[config.mk]
export PLATFORM = sky130hd
export DESIGN_NAME = resource_lock_arbiter
export DESIGN_NICKNAME = d
export VERILOG_FILES = /design/src/rtl/resource_lock_arbiter_pkg.sv /design/src/rtl/resource_lock_arbiter_oldest_id_finder.sv /design/src/rtl/resource_lock_arbiter.sv
export SDC_FILE = /design/constraint.sdc
export NUM_CORES = 1
export LEC_CHECK = 0
export BUFFER_PORTS_ARGS = -buffer_cell sky130_fd_sc_hd__buf_2
export CORE_MARGIN = 2
export CORE_UTILIZATION = 25
export CTS_CLUSTER_DIAMETER = 80
export DETAILED_ROUTE_END_ITERATION = 10
export HOLD_SLACK_MARGIN = 0.06
export SKIP_CTS_REPAIR_TIMING = 1
export SLEW_MARGIN = 20
export SYNTH_ARGS = -nofsm -noshare
export SYNTH_HDL_FRONTEND = slang
export SYNTH_HIERARCHICAL = 1
export SYNTH_SLANG_ARGS = --single-unit
[constraint.sdc]
create_clock -name clk -period 32.4 [get_ports clk]
set_clock_uncertainty 0.15 [all_clocks]
set_input_delay 1.62 -clock clk [delete_from_list [all_inputs] [get_ports clk]]
set_output_delay 1.62 -clock clk [all_outputs]
set_load 0.05 [all_outputs]
[src/rtl/resource_lock_arbiter_pkg.sv]
// Shared types and helpers for resource_lock_arbiter: per-port lock state,
// wrapping issue-ID age comparison and index-width helper.
package resource_lock_arbiter_pkg;

  typedef enum logic [1:0] {
    IDLE = 2'd0,
    WAIT = 2'd1,
    OWN  = 2'd2
  } port_state_e;

  localparam int AGE_W = 4;
  localparam logic [AGE_W-1:0] AGE_SAT = 4'd15;

  // Width needed to index n items, never less than one bit.
  function automatic int idx_w(input int n);
    return (n > 1) ? $clog2(n) : 1;
  endfunction

  // a is older than b when (a - b) is negative in w-bit two's complement.
  function automatic logic id_older(input logic [63:0] a, input logic [63:0] b,
                                    input int w);
    return ((a - b) & (64'd1 << (w - 1))) != 64'd0;
  endfunction

endpackage

[src/rtl/resource_lock_arbiter_oldest_id_finder.sv]
// Combinational reduction selecting the oldest candidate port by issue ID;
// ties resolve to the lower port index.
module oldest_id_finder
  import resource_lock_arbiter_pkg::*;
#(
  parameter int NUM_PORTS = 8,
  parameter int ID_WIDTH  = 16,
  parameter int PIDX_W    = 3
) (
  input  logic [NUM_PORTS-1:0]               cand,
  input  logic [NUM_PORTS-1:0][ID_WIDTH-1:0] ids,
  output logic                               found,
  output logic [PIDX_W-1:0]                  idx
);

  logic [ID_WIDTH-1:0] best;

  always_comb begin
    found = 1'b0;
    idx   = '0;
    best  = '0;
    for (int p = 0; p < NUM_PORTS; p++) begin
      if (cand[p]) begin
        if (!found || id_older(64'(ids[p]), 64'(best), ID_WIDTH)) begin
          found = 1'b1;
          idx   = PIDX_W'(p);
          best  = ids[p];
        end
      end
    end
  end

endmodule

[src/rtl/resource_lock_arbiter.sv]
// Lock-based arbiter sharing NUM_RES resources among NUM_PORTS requesters.
// Optional RLA_AGING_EN: starvation counters let a long-waiting port preempt age order.
module resource_lock_arbiter
  import resource_lock_arbiter_pkg::*;
#(
  parameter  int NUM_PORTS = 8,
  parameter  int NUM_RES   = 8,
  parameter  int ID_WIDTH  = 16,
  localparam int RES_W     = idx_w(NUM_RES),
  localparam int PIDX_W    = idx_w(NUM_PORTS)
) (
  input  logic                               clk,
  input  logic                               rst_n,
  input  logic [NUM_PORTS-1:0]               req_valid,
  input  logic [NUM_PORTS-1:0][ID_WIDTH-1:0] req_id,
  input  logic [NUM_PORTS-1:0]               res_release,
  input  logic                               flush,
  output logic [NUM_PORTS-1:0]               grant,
  output logic [NUM_PORTS-1:0][RES_W-1:0]    grant_res,
  output logic [NUM_RES-1:0]                 res_busy,
  output logic [NUM_RES-1:0][PIDX_W-1:0]     res_owner
);

  port_state_e state     [NUM_PORTS];
  port_state_e state_nxt [NUM_PORTS];

  logic [NUM_PORTS-1:0]            cand;
  logic [NUM_PORTS-1:0]            gnt_new;
  logic [NUM_PORTS-1:0][RES_W-1:0] res_new;
  logic [PIDX_W-1:0]               rr_ptr;
  logic [PIDX_W-1:0]               rr_nxt;
  logic                            old_found;
  logic [PIDX_W-1:0]               old_idx;
  logic                            sel_found;
  logic [PIDX_W-1:0]               sel_idx;
  logic [NUM_RES-1:0]              free_v;
  logic                            hit;
  int                              pp;
  logic [PIDX_W-1:0]               pidx;

  // An owning port's request is ignored, so a release+request waits one edge.
  always_comb begin
    for (int p = 0; p < NUM_PORTS; p++) begin
      cand[p]  = req_valid[p] && (state[p] != OWN);
      grant[p] = (state[p] == OWN);
    end
  end

  oldest_id_finder #(
    .NUM_PORTS (NUM_PORTS),
    .ID_WIDTH  (ID_WIDTH),
    .PIDX_W    (PIDX_W)
  ) u_oldest (
    .cand  (cand),
    .ids   (req_id),
    .found (old_found),
    .idx   (old_idx)
  );

`ifdef RLA_AGING_EN
  logic [NUM_PORTS-1:0][AGE_W-1:0] age;

  always_comb begin
    sel_found = old_found;
    sel_idx   = old_idx;
    for (int p = NUM_PORTS - 1; p >= 0; p--) begin
      if (cand[p] && (age[p] == AGE_SAT)) begin
        sel_found = 1'b1;
        sel_idx   = PIDX_W'(p);
      end
    end
  end

  always_ff @(posedge clk or negedge rst_n) begin
    if (!rst_n) begin
      age <= '0;
    end else begin
      for (int p = 0; p < NUM_PORTS; p++) begin
        if (flush || gnt_new[p] || (state_nxt[p] != WAIT)) begin
          age[p] <= '0;
        end else if (age[p] != AGE_SAT) begin
          age[p] <= age[p] + 1'b1;
        end
      end
    end
  end
`else
  assign sel_found = old_found;
  assign sel_idx   = old_idx;
`endif

  // Pass 1 serves the selected (oldest) port, pass 2 scans from rr_ptr; both
  // draw the lowest free resource. Only resources free before this edge count.
  always_comb begin
    free_v  = ~res_busy;
    gnt_new = '0;
    res_new = '0;
    rr_nxt  = rr_ptr;
    hit     = 1'b0;
    pp      = 0;
    pidx    = '0;
    if (!flush) begin
      if (sel_found) begin
        for (int r = 0; r < NUM_RES; r++) begin
          if (!hit && free_v[r]) begin
            hit              = 1'b1;
            free_v[r]        = 1'b0;
            gnt_new[sel_idx] = 1'b1;
            res_new[sel_idx] = RES_W'(r);
          end
        end
      end
      for (int k = 0; k < NUM_PORTS; k++) begin
        pp = int'(rr_ptr) + k;
        if (pp >= NUM_PORTS) pp = pp - NUM_PORTS;
        pidx = PIDX_W'(pp);
        if (cand[pidx] && !gnt_new[pidx]) begin
          hit = 1'b0;
          for (int r = 0; r < NUM_RES; r++) begin
            if (!hit && free_v[r]) begin
              hit           = 1'b1;
              free_v[r]     = 1'b0;
              gnt_new[pidx] = 1'b1;
              res_new[pidx] = RES_W'(r);
              rr_nxt        = (pp == NUM_PORTS - 1) ? '0 : PIDX_W'(pp + 1);
            end
          end
        end
      end
    end
  end

  always_comb begin
    for (int p = 0; p < NUM_PORTS; p++) begin
      state_nxt[p] = state[p];
      if (flush) begin
        state_nxt[p] = IDLE;
      end else begin
        case (state[p])
          OWN: if (res_release[p]) state_nxt[p] = IDLE;
          default: begin
            if (gnt_new[p])        state_nxt[p] = OWN;
            else if (req_valid[p]) state_nxt[p] = WAIT;
            else                   state_nxt[p] = IDLE;
          end
        endcase
      end
    end
  end

  always_ff @(posedge clk or negedge rst_n) begin
    if (!rst_n) begin
      for (int p = 0; p < NUM_PORTS; p++) state[p] <= IDLE;
    end else begin
      for (int p = 0; p < NUM_PORTS; p++) state[p] <= state_nxt[p];
    end
  end

  // Lock table: released and newly granted resources are always disjoint.
  always_ff @(posedge clk or negedge rst_n) begin
    if (!rst_n) begin
      grant_res <= '0;
      res_busy  <= '0;
      res_owner <= '0;
      rr_ptr    <= '0;
    end else begin
      rr_ptr <= rr_nxt;
      if (flush) begin
        grant_res <= '0;
        res_busy  <= '0;
        res_owner <= '0;
      end else begin
        for (int p = 0; p < NUM_PORTS; p++) begin
          if ((state[p] == OWN) && res_release[p]) begin
            res_busy[grant_res[p]]  <= 1'b0;
            res_owner[grant_res[p]] <= '0;
            grant_res[p]            <= '0;
          end else if (gnt_new[p]) begin
            res_busy[res_new[p]]  <= 1'b1;
            res_owner[res_new[p]] <= PIDX_W'(p);
            grant_res[p]          <= res_new[p];
          end
        end
      end
    end
  end

endmodule

==> metrics <==
status=completed; Placement Setup Slack=1755 ps; layout cell share with drive strength beyond 1=0.1576; CORE AREA=roughly 0.07 sq mm; Placed Area=0.01957 sq mm; Synth area leaders=dfrtp_1, ha_1, nand2_1, a21oi_1, nor2_1; chip height=approximately 270 microns; Congestion Overflow GR=0; r2r endpoint=res_busy[5]; synth warn=6; Cell variety after synth=133; Rel. slew slack=0.2131; Final Hold Viols=0; Critical Path Sink Type=flip-flop; RSZ-0062 raised after global routing=false; max cap viols=0; CP Depth=between 100 and 150; clock slew at reported path FFs=around 70 ps; largest net degree at the start of global routing=between 60 and 70; EDFF count, synth=0; GP Congestion=between 1 and 1.5; top_reg_cell synth=dfrtp_1; CP required=between 30000 and 40000 ps; asr flop ratio synth=1.000; CP max stage delay=between 700 and 800 ps; first-pass GRT wire length=between 100 and 150 mm; post-route minimum period=roughly 30000 ps; Max stage delay cell, worst path=o32ai_2; Sink Count=75; hold_ws=406.7 ps; post-synthesis sequential area ratio=0.1067; Vias=about 22000; depth of the worst register-to-register path=120; vias per cell=6.058; Finished Cell Area=0.01990 sq mm; Port Buffers=210; CTS Root Cell=clkbuf_16; Setup CP Type=input port to flip-flop; CP startpoint=req_valid[0]; final worst-path setup slack=2475 ps; Post-Route WL=~86 mm; post-synthesis instance area=0.01759 sq mm; commonest non-fill, non-tap cell in the layout=nand2_1; initial core utilization=0.2520; fmax=~0.033 GHz; Synth top area share=0.1067; Die ar.=between 0.07 and 0.08 sq mm; final setup TNS=0 ps; Total Routing Usage GR=0.2265; vias in the first global route=around 21000; final setup violation count=0; iteration-0 DRC count of the detailed router=roughly 2600; Worst-Skew Late Latency=350 ps; I/O pin cnt=211; WL/cell=~23 microns; initial antenna violation count=8; Tcrit/Tclk final=0.9236; maximum root-to-sink buffer count=2; Min-Delay Path Depth=2; area grow syn2layout=13.16%; Gate Count Post-Synth=around 2600; number of H-tree levels=3; TritonCTS clock tree=yes; die width=approximately 270 microns; Seq cells post-synth=75; Detail Route Antenna Nets=0; crit path DAT=30040 ps; worst slew pin tran=around 1200 ps; DRT Pass-1 Iters=8; CTS Buf Count=9; cell mode on critical path=a21oi_1; fin nets=3004; synthesized area per cell=between 6 and 7 sq um; r2r startpoint=state[15]; worst path buffer plus inverter count=9; commonest cells after routing, fill and taps aside=nand2_1, nor2_1, a21oi_1; dpl hpwl=approximately 71 mm; hold_sp=res_owner[5]; fill cell count=between 7000 and 8000; hold path endpoint=res_owner[5]; critical-path maximum fanout=30; Syn Nets=about 2900; DRC violations left=0; CP delay by family, top=compound AO/OA/AOI/OAI gates; Rows=97; Max Slew Vio Count=0; Worst Setup Start Kind=input port; HP Class=flip-flop to flip-flop; r2r setup slk=3170 ps; largest area contributor in the netlist=dfrtp_1
==> cells in the mapped netlist (23+ instances only) <==
cell type	count
a21o_1	33
a21oi_1	248
a221o_1	27
a22oi_1	29
a31oi_1	41
and2_1	43
and3_1	40
buf_2	25
clkbuf_1	62
dfrtp_1	75
ha_1	114
inv_1	122
mux2i_1	25
nand2_1	348
nand2b_1	46
nand3_1	79
nand4_1	38
nor2_1	265
nor2b_1	45
nor3_1	75
o21a_1	23
o21ai_0	159
o21ai_1	26
o22ai_1	49
o31ai_1	27
or2_2	31
or3_1	24
==> registers in the layout (all words and copies together) (netlist names) <==
| register | flops |
|---|---|
| state | 16 |
| rr_ptr | 3 |
| res_busy | 8 |
| res_owner | 24 |
| grant_res | 24 |
==> per-stage QoR <==
stage            util  instances
2_1_floorplan       -       2597
3_3_place_gp   0.2804       3671
3_5_place_dp   0.2804       3672
4_1_cts        0.2845       3688
5_1_grt        0.2850       3688
6_report       0.2851       3691
==> metal layers <==
| layer | GRT usage | wire length [microns] | share of wire | vias to the layer above |
|---|---|---|---|---|
| met1 | 0.2960 | 35110 | 0.41 | 10520 |
| met4 | 0.1114 | 4742 | 0.055 | 12 |
| met5 | 0 | 69 | 0.00080 | - |
| met3 | 0.03571 | 8033 | 0.093 | 279 |
| li1 | - | - | - | 10150 |
| met2 | 0.3618 | 38360 | 0.44 | 1395 |
==> worst register-to-register path: cells and delay by family, from the launching register on <==
kind | cells | cell delay, ps
multiplexers | 5 | 1790
buffers and inverters | 9 | 2020
AO/OA/AOI/OAI | 57 | 15100
flip-flops | 1 | 370
AND/OR/NAND/NOR | 38 | 6590
XOR/XNOR | 4 | 940
adder cells (fa/ha/maj) | 7 | 2180
==> cell families (layout without fill, tap and decap cells) <==
group	after synthesis	after routing	share of synthesized area
AO/OA/AOI/OAI	960	960	0.3824
AND/OR/NAND/NOR	1130	1130	0.3189
buffers and inverters	230	381	0.05450
other	0	3	0
adder cells (fa/ha/maj)	123	123	0.08630
XOR/XNOR	23	23	0.01145
flip-flops	75	75	0.1067
multiplexers	56	56	0.03977
==> cell type report <==
class | count | area (sq um) | share of cell area
antenna | 3 | 7.507 | 0.0003773
clock buffer | 9 | 225.2 | 0.01132
clock inverter | 7 | 58.81 | 0.002955
inverter | 123 | 461.7 | 0.02320
multi-input combinational | 2292 | 14800 | 0.7438
sequential | 75 | 1878 | 0.09438
tap | 940 | 1176 | 0.05910
timing repair buffer | 242 | 1291 | 0.06489
==> how the worst max path moves through the flow <==
stage,endpoint,slack (ps)
after global placement,res_owner[4],2060
after CTS,res_owner[4],1980
after floorplan,res_owner[14],7180
after detailed placement,res_owner[4],1750
after global routing,res_busy[6],3
final,res_busy[5],2470
Power is left out: the tool's default activity adds up to more than one toggle a clock period on the data nets, which glitch-free logic cannot reach.
